`src/rtl/qam_symbol_packer.sv`:
```
// qam_byte_fifo: generic first-word-fall-through register FIFO with extra-MSB pointers.
// Latency: a pushed word is visible at head_dat right after the push edge when the FIFO was empty.
// Backpressure: the caller pushes only when not full (or full with a same-cycle pop); pop is ignored while empty.
module qam_byte_fifo #(
    parameter int WIDTH = 8,
    parameter int DEPTH = 4
) (
    input  logic             clk,
    input  logic             rst,
    input  logic             push,
    input  logic [WIDTH-1:0] push_dat,
    input  logic             pop,
    output logic [WIDTH-1:0] head_dat,
    output logic             empty,
    output logic             full
);
    localparam int AW = $clog2(DEPTH);

    logic [WIDTH-1:0] mem [DEPTH];
    logic [AW:0]      wr_ptr;
    logic [AW:0]      rd_ptr;
    logic             do_pop;

    // Equal pointers mean empty; same index with differing wrap bits means full.
    assign empty    = (wr_ptr == rd_ptr);
    assign full     = (wr_ptr[AW] != rd_ptr[AW]) && (wr_ptr[AW-1:0] == rd_ptr[AW-1:0]);
    assign head_dat = mem[rd_ptr[AW-1:0]];
    assign do_pop   = pop && !empty;

    // Storage is left unreset; only the pointers define which entries are live.
    always_ff @(posedge clk) begin
        if (push) begin
            mem[wr_ptr[AW-1:0]] <= push_dat;
        end
    end

    // Pointer advance on accepted push and on pop of a live entry.
    always_ff @(posedge clk or negedge rst) begin
        if (!rst) begin
            wr_ptr <= '0;
            rd_ptr <= '0;
        end else begin
            if (push) begin
                wr_ptr <= wr_ptr + {{AW{1'b0}}, 1'b1};
            end
            if (do_pop) begin
                rd_ptr <= rd_ptr + {{AW{1'b0}}, 1'b1};
            end
        end
    end
endmodule

// qam_symbol_packer: pairs demapped 4-bit symbols into bytes, queues them, tracks count and overflow.
// Latency: 1 cycle from the second symbol of a pair to byte_valid/byte_out.
// Backpressure: symbol input never stalls; a byte completing while full with no pop is dropped (sticky overflow).
module qam_symbol_packer #(
    parameter int FIFO_DEPTH = 4,
    parameter int FIRST_HIGH = 1
) (
    input  logic        symbol_clock,
    input  logic        rst,
    input  logic [3:0]  sym_in,
    input  logic        sym_valid,
    input  logic        sof,
    output logic [7:0]  byte_out,
    output logic        byte_valid,
    input  logic        byte_ready,
    output logic        overflow,
    output logic [15:0] byte_count
);
    typedef enum logic {
        EMPTY = 1'b0,
        HALF  = 1'b1
    } phase_t;

    phase_t     phase;
    phase_t     phase_nxt;
    logic [3:0] hold;
    logic [3:0] hold_nxt;
    logic       push_req;
    logic [7:0] pair_dat;
    logic       pop;
    logic       push;
    logic       fifo_empty;
    logic       fifo_full;

    assign pair_dat   = (FIRST_HIGH != 0) ? {hold, sym_in} : {sym_in, hold};
    assign byte_valid = !fifo_empty;
    assign pop        = byte_valid && byte_ready;
    // A full FIFO still takes the new byte when the head leaves on the same edge.
    assign push       = push_req && (!fifo_full || pop);

    // Pairing state register; reset discards any pending half.
    always_ff @(posedge symbol_clock or negedge rst) begin
        if (!rst) begin
            phase <= EMPTY;
            hold  <= 4'h0;
        end else begin
            phase <= phase_nxt;
            hold  <= hold_nxt;
        end
    end

    // Next pairing state; sof restarts pairing and never completes a byte.
    always_comb begin
        phase_nxt = phase;
        hold_nxt  = hold;
        push_req  = 1'b0;
        if (sof) begin
            if (sym_valid) begin
                hold_nxt  = sym_in;
                phase_nxt = HALF;
            end else begin
                phase_nxt = EMPTY;
            end
        end else if (sym_valid) begin
            case (phase)
                EMPTY: begin
                    hold_nxt  = sym_in;
                    phase_nxt = HALF;
                end
                HALF: begin
                    push_req  = 1'b1;
                    phase_nxt = EMPTY;
                end
                default: phase_nxt = EMPTY;
            endcase
        end
    end

    // Accepted-byte counter and sticky drop flag, decided on the push edge.
    always_ff @(posedge symbol_clock or negedge rst) begin
        if (!rst) begin
            byte_count <= 16'h0000;
            overflow   <= 1'b0;
        end else begin
            if (push) begin
                byte_count <= byte_count + 16'd1;
            end
            if (push_req && !push) begin
                overflow <= 1'b1;
            end
        end
    end

    qam_byte_fifo #(
        .WIDTH (8),
        .DEPTH (FIFO_DEPTH)
    ) u_fifo (
        .clk      (symbol_clock),
        .rst      (rst),
        .push     (push),
        .push_dat (pair_dat),
        .pop      (pop),
        .head_dat (byte_out),
        .empty    (fifo_empty),
        .full     (fifo_full)
    );
endmodule

```
`config.mk`:
```
export PLATFORM = sky130hd
export DESIGN_NAME = qam_symbol_packer
export DESIGN_NICKNAME = d
export VERILOG_FILES = /design/src/rtl/qam_symbol_packer.sv
export SDC_FILE = /design/constraint.sdc
export NUM_CORES = 1
export LEC_CHECK = 0
export CAP_MARGIN = 5
export CORE_MARGIN = 5
export CORE_UTILIZATION = 35
export CTS_CLUSTER_DIAMETER = 120
export DETAILED_ROUTE_END_ITERATION = 16
export SETUP_SLACK_MARGIN = 0.02
export SYNTH_ARGS = -nofsm -noshare
export SYNTH_HDL_FRONTEND = slang
export SYNTH_SLANG_ARGS = --single-unit
```
`constraint.sdc`:
```
create_clock -name symbol_clock -period 2.05 [get_ports symbol_clock]
set_input_delay 0.41 -clock symbol_clock [delete_from_list [all_inputs] [get_ports symbol_clock]]
set_output_delay 0.41 -clock symbol_clock [all_outputs]
set_load 0.02 [all_outputs]
```
# Word-level counts from Yosys, hierarchy flattened
# Memory sizes are Yosys's and may differ from the RTL's.
# Cells that the tools add are included.
[totals]
regBits = 28
mem_bits_rw = 32
inputBits = 9
output_inout_bits = 26
wordCells = 39
memories = 1
[op_classes]
add_sub_neg = 3
n_eq_ne = 4
mux = 13
bitwise = 1
n_reduce_logical = 11
[mem_list]
columns = ["name", "depth", "word_bits", "rd", "rd_ports_with_merged_regs", "write_ports", "line", "rtl"]
rows = [
  ["u_fifo.mem", 4, 8, 1, 0, 1, "19", "logic [WIDTH-1:0] mem [DEPTH];"],
]
[op_table]
columns = ["op", "count"]
rows = [
  ["$add A16 B1 Y16 const B", 1],
  ["$mux W4", 4],
  ["$mux W1", 8],
  ["$add A3 B1 Y3 const B", 2],
  ["$logic_and A1 B1 Y1", 5],
  ["$eq A3 B3 Y1", 1],
  ["$logic_not A1 Y1", 3],
  ["$eq A2 B2 Y1", 1],
  ["$ne A2 B2 Y1 const B", 1],
  ["$pmux W1 S2", 1],
  ["$reduce_and A2 Y1", 1],
  ["$reduce_bool A2 Y1", 1],
  ["$logic_or A1 B1 Y1", 1],
  ["$ne A1 B1 Y1", 1],
  ["$not A1 Y1", 1],
]

# Depth between registers and ports, before layout
# Gate-level depths: netlist of run 1.
[depth]
depth_word = 7
ltp_mapped = 6
ltp_nobuf = 5

# Cells and area by module
# From an unflattened synthesis of run 1, not the netlist that was laid out.
[hier_totals]
cells_unflattened = 168
area_unflattened_um2 = 2617.5
[by_module_without_submodules]
columns = ["mod", "n_inst", "cells_each", "area_per_inst_um2", "seq_area_each_um2"]
rows = [
  ["qam_byte_fifo", 1, 84, 1579.0, 1111.1],
  ["qam_symbol_packer", 1, 84, 1038.5, 550.5],
]

# Worst setup path before layout of run 1
# No wires, ideal clock.
[synth_path]
path_kind = "reg2reg"
from = "register u_fifo.rd_ptr[1]"
to = "memory u_fifo.mem[0][0], enable pin"
arrival_time_ns = 1.587
slack_ns = 0.203
path_stages_with_launch = 6
n_path_buf = 2
cell_sequence = "dfrtp_1 > buf_6 > xor2_4 > o41a_4 > buf_6 > and2_2"
[synth_via]
elab_chain_cells = 7
word_cells_on_any_way = 10
classes_between = "eq/ne: 2; mux: 2; reduce/logical: 6"
[synth_rtl]
columns = ["item", "line", "rtl"]
rows = [
  ["start, declared", "21", "logic [AW:0] rd_ptr;"],
  ["start signal, assigned", "47", "rd_ptr <= rd_ptr + {{AW{1'b0}}, 1'b1};"],
  ["$eq A3 B3 Y1 / $eq A2 B2 Y1 (equally long branches)", "25, 26", ""],
  ["$logic_not A1 Y1 / $logic_and A1 B1 Y1 (equally long branches)", "88, 26", ""],
  ["$logic_and A1 B1 Y1 / $logic_not A1 Y1 (equally long branches)", "89, 91", ""],
  ["$logic_or A1 B1 Y1 (*)", "91", "assign push = push_req && (!fifo_full || pop);"],
  ["$logic_and A1 B1 Y1 (*)", "91", ""],
  ["$mux W1 (*)", "32", "if (push) begin"],
  ["$mux W1 (implied by the code) (*)", "33", "mem[wr_ptr[AW-1:0]] <= push_dat;"],
  ["end, declared", "19", ""],
]
# Every way passes the cells marked *; elsewhere a longest branch is shown, timed or not.

# Worst setup path in the final report of run 1
[layout_path]
from = "register u_fifo.rd_ptr[0]"
to = "output port byte_valid"
[layout_via]
elab_chain_cells = 2
[layout_rtl]
columns = ["item", "line", "rtl"]
rows = [
  ["$eq A3 B3 Y1", "25", "assign empty = (wr_ptr == rd_ptr);"],
  ["$logic_not A1 Y1", "88", "assign byte_valid = !fifo_empty;"],
  ["end, declared", "66", "output logic byte_valid,"],
]
# No other way between the ends.

==> metrics.cfg, run 1 <==
[timing]
rsz0062_at_grt=yes
fmax_mhz=499
period_share=0.978
tightest_slew_ps=375
fin_crit_ps=2000
finalHoldViolations=0
setup_viol=0
slew_violations=0
skew_ps=8.10
fin_ws_ps=45.1
relSlewSlack=0.750

[drt]
wirelength_um=4530
met1Wirelength_um=2180
route.met2.wl_um=2090
viasPerCell=4.49
drc_errors=0
top_layer=met4
wl_met3_um=190
first_pass_iters=4
antenna_left=0
drtIter0Drc=42
vias=1431
post_drt_wl_per_cell_um=14.2

[outcome]
status=finished, final reports clean

[floorplanning]
coreArea_um2=7210
placementRows=31
dieArea_um2=9200
die_h_um=95.9
start_util=0.358
ios=35
die_x_um=95.9

[critical_path]
rr_worst_depth=5
worstReg2RegEnd=u_fifo.mem[0][1]
cp-start-kind=flip-flop
crit_fanout=3
end_kind=output port
crit_path_start=u_fifo.rd_ptr[0]
cp.arrival_ps=1590
regToRegStartpoint=u_fifo.rd_ptr[0]
reg2reg_slack_ps=130
max_stage_delay_ps=440
critPathSlowestCell=dfrtp_2
worstPathRequired_ps=1640
cp_common_cell=buf_6
path_cells=buf_6 -> xor2_2 -> or3b_4 -> buf_6
crit_type=flip-flop to output port

[pwr]
p_int_mw=2.84
ir_drop_v=0.000391
combinationalPowerShare=0.366
p_leak_nw=1.30
seqPwrFrac=0.386
power_mw=4.19
p_sw_mw=1.34
powerDensity_nw_per_um2=1260
clock_power_share=0.249
sw_frac_of_total=0.321

[synth]
synth_area_leaders=edfxtp_1, dfrtp_1, mux4_1, xnor2_1, ha_1
yosys_warnings=0
synth-edff-count=32
syn_nets=171
avgSynthCellArea_um2=16.6
ys_ff_latch=60
ys.flop_type=edfxtp_1
yosysSeqAreaShare=0.643
async_flop_share=0.467
yosysMostFrequentCell=edfxtp_1
synth_top_area_frac=0.372
synth_common_cells=edfxtp_1, dfrtp_1, xnor2_1
synth_largest_area_cell=edfxtp_1
syn_area_um2=2580
synthCells=156
synth_cell_types=30

[run]
maxCapViolCount=0

[cells_and_area]
area.growth.synth_to_final_pct=28.4
nFillCells=667
num_antenna_cells=0
drive_gt1_frac=0.309
num-nets-final=230

[placement]
place_ws_ps=-33.8
port_buffers=34
place_hpwl_um=3010
place_congestion=0.778

[global_routing]
antenna_found_initial=0
grt_pass1_wl_um=7450
gr-total-overflow=0
track_usage=0.110
grt_max_degree=29
grt_pass1_vias=1483

[cts]
clk_pin_slew_ps=70
cts_tree=done
htree_levels=3
root_buffer=clkbuf_8
clock_latency_ps=320
clock_path_buffers=2
cts_buffers=9
ctsHoldBuffers=0
clock-sinks=60

[hold_path]
hp-class=primary input to asynchronous set/reset pin

## area by class of cell
class / count / area [µm²] / area share
Inverter: 3 / 11.3 / 0.00340
Clock inverter: 7 / 76.3 / 0.0230
Timing Repair Buffer: 51 / 469 / 0.142
Clock buffer: 9 / 124 / 0.0374
Multi-Input combinational cell: 90 / 848 / 0.256
Sequential cell: 60 / 1660 / 0.502
Tap cell: 99 / 124 / 0.0374
## how the worst max path moves through the flow
stage | to | slack (ps)
final | byte_valid | 50
after global routing | byte_valid | -6
after CTS | byte_valid | -10
after detailed placement | byte_out[6] | -30
after global placement | byte_valid | -10
after floorplan | u_fifo.mem[0][0] | 200
## timing repair
action                     4_1_cts  5_1_grt
setup endpoints to repair        9        9
gates resized for setup         38       23
buffers inserted                 0        1
## layout by cell type, fill, tap and decap left out, types with 2 or more instances in the layout
master and n:
clkinv_4 2, inv_1 3, buf_4 18, nor2_1 6, dfrtp_1 27, nand2_1 9, nand2b_1 2, buf_6 7
clkdlybuf4s50_1 25, clkbuf_8 9, nand4_1 3, xor2_1 8, and2_2 3, ha_1 6, edfxtp_1 32, nor3_1 5
xnor2_1 12, mux4_2 8, clkinvlp_4 2, mux2_2 5, nand3_1 9
## state kept, by name (all words and copies together) (netlist names)
name,count
u_fifo.wr_ptr,3
hold,4
byte_count,16
overflow,1
u_fifo.rd_ptr,3
u_fifo.mem,32
phase,1
## critical path, delay by kind of cell, from the launching register on
family	cells	cell delay, ps
flip-flops	1	440
AND/OR/NAND/NOR	1	390
buffers and inverters	2	280
XOR/XNOR	1	170
## kinds of logic (layout without fill, tap and decap cells)
logic type | after synthesis | in the layout | share of synthesized area
AOI/OAI and AO/OA | 4 | 4 | 0.0242
xor gates and xnor gates | 23 | 23 | 0.0911
adders and majority gates | 6 | 6 | 0.0291
muxes | 13 | 13 | 0.103
buffers and inverters | 6 | 70 | 0.0174
DFF | 60 | 60 | 0.643
and+or+nand+nor | 44 | 44 | 0.0916
## layer usage
layer  vias up  GRT usage
li1        686          -
met2        40      0.167
met1       696      0.146
met5         -          0
met4         0     0.0498
met3         9     0.0305
## power groups by stage
stage	registers [mW]	clock network, mW	logic (mW)
floorplan	1.66	0	0.821
global placement	1.63	0	1.46
detailed placement	1.63	0	1.48
CTS	1.61	1.08	1.39
global route	1.64	1.13	1.64
finish	1.62	1.04	1.53
## through the flow
stage | hold slack (ps) | cells | area, µm² | TNS, ps | util
finish | 463 | 319 | 3320 | 0 | 0.460
global route | 489 | 319 | 3320 | -5.88 | 0.460
CTS | 479 | 318 | 3290 | -33.7 | 0.456
detailed placement | 459 | 302 | 3130 | -73.0 | 0.434
global placement | 462 | 302 | 3130 | -11.5 | 0.434
floorplan | 114 | 156 | 2580 | 0 | -
No activity file was read; power rests on OpenSTA's default activity.
==> run 2: changes to the inputs <==
Settings changed: CAP_MARGIN 5 to 20.
Clock period 2.05 ns to 1.8 ns, I/O delays scaled along.
==> run 2 against run 1 <==
The run now ends with negative setup slack left. Die area stayed put. Flip-flop and latch count unchanged. Final cell count up 1.6%. Hold slack worse by 38 ps. Total power grew 18%. Utilization grew 2.3 points. Global-route usage grew 0.98 points. Clock skew is 3.5 ps lower. Setup slack lost 160 ps. Combinational power increased by 27%. Sequential share of layout area decreased by 2.4 points. Clock power up 9%. Highest routed layer unchanged.
==> metrics.cfg, run 2 (synthesis gave the netlist of run 1 again) <==
[timing]
slew_violations=0  ; unchanged
fmax_mhz=523
tightest_slew_ps=543  ; was 375 ps
fin_ws_ps=-112  ; was 45.1 ps
rsz0062_at_grt=yes  ; unchanged
relSlewSlack=0.637  ; was 0.750
fin_crit_ps=1910
setup_viol=36  ; was 0
finalHoldViolations=0  ; unchanged
period_share=1.06
skew_ps=4.59  ; was 8.10 ps

[cts]
clock-sinks=60  ; unchanged
clock_latency_ps=320  ; about the same
cts_tree=done  ; unchanged
ctsHoldBuffers=0  ; unchanged
htree_levels=3  ; unchanged
clock_path_buffers=2  ; unchanged
root_buffer=clkbuf_8  ; unchanged
cts_buffers=9  ; unchanged
clk_pin_slew_ps=70  ; about the same

[drt]
viasPerCell=4.62  ; was 4.49
antenna_left=0  ; unchanged
post_drt_wl_per_cell_um=15.2  ; was 14.2 µm
wirelength_um=4910  ; was 4530 µm
drc_errors=0  ; unchanged
vias=1496  ; was 1431
first_pass_iters=4  ; unchanged
drtIter0Drc=54  ; was 42

[floorplanning]
coreArea_um2=7210  ; unchanged
dieArea_um2=9200  ; unchanged
die_h_um=95.9  ; unchanged
start_util=0.358  ; unchanged
placementRows=31  ; unchanged
ios=35  ; unchanged
die_x_um=95.9  ; unchanged

[placement]
port_buffers=34  ; unchanged
place_congestion=0.758  ; was 0.778
place_hpwl_um=3020  ; was 3010 µm

[critical_path]
crit_fanout=3  ; unchanged
rr_worst_depth=7  ; was 5
worstPathRequired_ps=1440  ; was 1640 ps
crit_type=flip-flop to output port  ; unchanged
cp.arrival_ps=1550  ; was 1590 ps
cp-start-kind=flip-flop  ; unchanged
end_kind=output port  ; unchanged

[cells_and_area]
final_common_cell=edfxtp_1  ; unchanged
num_antenna_cells=0  ; unchanged
nFillCells=664  ; was 667
mostFrequentLayoutCells=edfxtp_1, dfrtp_1, clkdlybuf4s50_1, buf_4, buf_6  ; was edfxtp_1, dfrtp_1, clkdlybuf4s50_1
drive_gt1_frac=0.373  ; was 0.309
final_util=0.483  ; was 0.460
area.growth.synth_to_final_pct=34.9  ; was 28.4%
multi_input_area_um2=938  ; was 848 µm²
largest_register_ff_count=32  ; unchanged
num-nets-final=235  ; was 230
register_area_um2=1660  ; about the same

[run]
maxCapViolCount=0  ; unchanged

[hold_path]
hp-class=primary input to asynchronous set/reset pin  ; unchanged

[outcome]
status=finished, violations left  ; was finished, final reports clean
violations=negative setup slack

[global_routing]
grt_pass1_wl_um=8080  ; was 7450 µm
grt_pass1_vias=1576  ; was 1483
track_usage=0.119  ; was 0.110
gr-total-overflow=0  ; unchanged
antenna_found_initial=0  ; unchanged
grt_max_degree=29  ; unchanged

[pwr]
power_mw=4.93  ; was 4.19 mW
ir_drop_v=0.000456  ; was 0.000391 V
powerDensity_nw_per_um2=1410  ; was 1260 nW/µm²
p_leak_nw=1.50  ; was 1.30 nW

## run 2: changes by cell type in the layout (fill, tap and decap cells not counted), moves of 4 or more
| cell | previous run | this run |
|---|---|---|
| nand2_1 | 9 | 5 |
| dlymetal6s2s_1 | 0 | 7 |
| buf_6 | 7 | 13 |
| and2_4 | 1 | 5 |
| nand3_1 | 9 | 4 |
| clkdlybuf4s50_1 | 25 | 15 |
## run 2: per-layer routing
layer  routed length, µm  GRT usage  vias to the layer above
li1                    -          -                      699
met1                2220      0.168                      752
met2                2400      0.172                       37
met3                 212     0.0289                        8
met4                  88     0.0604                        0
met5                   0          0                        -
## run 2: metrics by stage
step                      setup WS [ps]  std cells  setup TNS, ps  hold slack [ps]  cell area (µm²)
after global placement             -208        305          -5940              458             3160
final                              -112        324           -996              425             3480
after global routing               -165        324          -3410              446             3480
after detailed placement           -211        305          -6970              459             3160
after CTS                          -159        323          -1260              425             3360
after floorplan                   -47.2        156          -1150             64.4             2580
## run 2: final cells by class
| cell class | instances | share of cell area |
|---|---|---|
| Sequential cell | 60 | 0.478 |
| Multi-Input combinational cell | 91 | 0.269 |
| Timing Repair Buffer | 55 | 0.162 |
| Clock buffer | 11 | 0.0377 |
| Tap cell | 99 | 0.0355 |
| Clock inverter | 5 | 0.0151 |
| Inverter | 3 | 0.00323 |
## run 2: worst paths after layout
path	endpoint	from	slack, ps
worst max register to register	byte_count[8]	u_fifo.rd_ptr[0]	-20
worst min-delay path	byte_count[14]	rst	430
min in group symbol_clock	byte_count[15]	byte_count[15]	470
max in group asynchronous	u_fifo.rd_ptr[0]	rst	1080
worst max-delay path	byte_valid	u_fifo.rd_ptr[0]	-110
worst min register to register	byte_count[15]	byte_count[15]	470
## run 2: worst max-delay path: stages, from the launching register on
cell	delay (ps)
dfrtp_2	430
buf_6	130
xor2_2	140
or3b_4	380
buf_6	140
## run 2: repair_timing
item / 4_1_cts / 5_1_grt
gates cloned: 1 / 1
pin swaps: 7 / 6
setup endpoints to repair: 55 / 49
resized for setup: 77 / 25
buffers inserted: 1 / 1
## run 2: report_power, final
group / switching, mW / internal (mW)
registers: 0.186 / 1.66
clock network: 0.496 / 0.633
logic: 0.883 / 1.07
==> run 3: changes to the inputs <==
Settings changed: SETUP_SLACK_MARGIN 0.02 to 0.1, SLEW_MARGIN set to 20.
==> run 3 against run 2 <==
The flow still finishes with violations (negative setup slack). Setup slack better by 3.2 ps. Global-route usage down 0.23 points. First-iteration DRC count down 15%. Critical path depth unchanged. Total power up 2.9%. Clock skew up 3.8 ps. Fmax up 0.17%. Final area up 1.8%. Sequential power about the same. Final cell count up 0.31%. Critical path type unchanged.
==> metrics.cfg, run 3 (synthesis gave the netlist of run 1 again) <==
[outcome]
status=finished, violations left  ; unchanged
violations=negative setup slack  ; unchanged

[placement]
placed_cells=305  ; unchanged
place_congestion=0.770  ; was 0.758
place_ws_ps=-210  ; was -211 ps
port_buffers=34  ; unchanged
place_hpwl_um=3030  ; was 3020 µm

[global_routing]
grt_pass1_wl_um=7890  ; was 8080 µm
antenna_found_initial=0  ; unchanged
track_usage=0.117  ; was 0.119
grt_pass1_vias=1576  ; unchanged
grt_max_degree=29  ; unchanged
gr-total-overflow=0  ; unchanged

[cells_and_area]
largest_register_ff_count=32  ; unchanged
drive_gt1_frac=0.403  ; was 0.373
register_area_um2=1660  ; unchanged
num_antenna_cells=0  ; unchanged
nFillCells=659  ; was 664
final_cells=325  ; was 324
num-nets-final=236  ; was 235
multi_input_area_um2=992  ; was 938 µm²
area.growth.synth_to_final_pct=37.4  ; was 34.9%
final_common_cell=edfxtp_1  ; unchanged
mostFrequentLayoutCells=edfxtp_1, dfrtp_1, dlygate4sd2_1  ; was edfxtp_1, dfrtp_1, clkdlybuf4s50_1, buf_4, buf_6

[timing]
fmax_mhz=524  ; was 523 MHz
finalHoldViolations=0  ; unchanged
rsz0062_at_grt=yes  ; unchanged
period_share=1.06  ; about the same
fin_ws_ps=-109  ; was -112 ps
tightest_slew_ps=382  ; was 543 ps
slew_violations=0  ; unchanged
relSlewSlack=0.745  ; was 0.637
skew_ps=8.39  ; was 4.59 ps
fin_crit_ps=1910  ; about the same
setup_viol=9  ; was 36

[floorplanning]
placementRows=31  ; unchanged
die_x_um=95.9  ; unchanged
coreArea_um2=7210  ; unchanged
start_util=0.358  ; unchanged
die_h_um=95.9  ; unchanged
dieArea_um2=9200  ; unchanged
ios=35  ; unchanged

[critical_path]
worstPathRequired_ps=1440  ; about the same
cp.arrival_ps=1550  ; about the same
end_kind=output port  ; unchanged
reg2reg_slack_ps=50  ; was -20 ps
rr_worst_depth=5  ; was 7
worstReg2RegEnd=u_fifo.wr_ptr[2]  ; was byte_count[8]
crit_type=flip-flop to output port  ; unchanged
cp-start-kind=flip-flop  ; unchanged
crit_fanout=2  ; was 3
crit_path_start=u_fifo.rd_ptr[0]  ; unchanged
regToRegStartpoint=u_fifo.wr_ptr[1]  ; was u_fifo.rd_ptr[0]
cp-endpoint=byte_valid  ; unchanged

[pwr]
p_leak_nw=1.52  ; was 1.50 nW
powerDensity_nw_per_um2=1430  ; was 1410 nW/µm²
ir_drop_v=0.000645  ; was 0.000456 V

[cts]
root_buffer=clkbuf_8  ; unchanged
clock_path_buffers=2  ; unchanged
cts_tree=done  ; unchanged
htree_levels=3  ; unchanged
clock_latency_ps=330  ; was 320 ps
cts_buffers=9  ; unchanged
clk_pin_slew_ps=70  ; about the same
clock-sinks=60  ; unchanged

[drt]
vias=1469  ; was 1496
wirelength_um=4710  ; was 4910 µm
drtIter0Drc=46  ; was 54
viasPerCell=4.52  ; was 4.62
antenna_left=0  ; unchanged
drc_errors=0  ; unchanged
first_pass_iters=4  ; unchanged
post_drt_wl_per_cell_um=14.5  ; was 15.2 µm

[hold_path]
hp-class=primary input to asynchronous set/reset pin  ; unchanged

[run]
maxCapViolCount=0  ; unchanged

==> run 3: cell types whose count changed in the layout (fill, tap and decap cells not counted), sizes merged <==
cell           delta
buf               +2
dlygate4sd2      +12
clkdlybuf4s50     -7
clkinvlp          +1
dlymetal6s2s      -5
inv               +1
clkbuf            -3
==> run 3: per-stage QoR <==
stage	utilization	cell area, µm²	setup TNS (ps)	total power [mW]	hold slack (ps)
2_1_floorplan	-	2600	0	2.88	64.4
3_3_place_gp	0.440	3180	-4500	3.62	461
3_5_place_dp	0.440	3180	-5120	3.63	457
4_1_cts	0.478	3450	-1160	5.03	407
5_1_grt	0.492	3550	-1720	5.38	419
6_report	0.492	3550	-887	5.07	408
==> run 3: cell type report <==
type,instances,area share
multi-input combinational,91,0.280
tap,99,0.0349
inverter,3,0.00317
clock inverter,7,0.0215
sequential,60,0.469
timing repair buffer,56,0.157
clock buffer,9,0.0349
==> run 3: power breakdown <==
part	internal [mW]	switching (mW)
clock network	0.645	0.538
registers	1.66	0.187
logic	1.13	0.914
==> run 3: worst min-delay path by stage <==
stage                          end  slack [ps]
floorplan            byte_count[0]          60
global placement    byte_count[15]         460
detailed placement  byte_count[15]         460
CTS                  byte_count[6]         410
global route         byte_count[6]         420
finish              byte_count[15]         410
==> run 3: critical path, cell delays in order, from the launching register on <==
cell and delay (ps):
dfrtp_1 410, buf_6 140, xor2_4 140, or3b_4 390, buf_6 140
==> run 3: routing by layer <==
metal	share of wire	global-route usage	up-vias	routed length, µm
li1	-	-	704	-
met1	0.45	0.153	717	2130
met2	0.48	0.177	40	2260
met3	0.056	0.0477	8	263
met4	0.011	0.0391	0	54
met5	0	0	-	0
==> run 3: timing repair <==
| action | CTS | global route |
|---|---|---|
| buffers inserted | 1 | 1 |
| setup endpoints to repair | 71 | 63 |
| resized for setup | 95 | 20 |
| hold buffers | 0 | 0 |
| gates cloned | 2 | 0 |
| pin swaps | 14 | 10 |
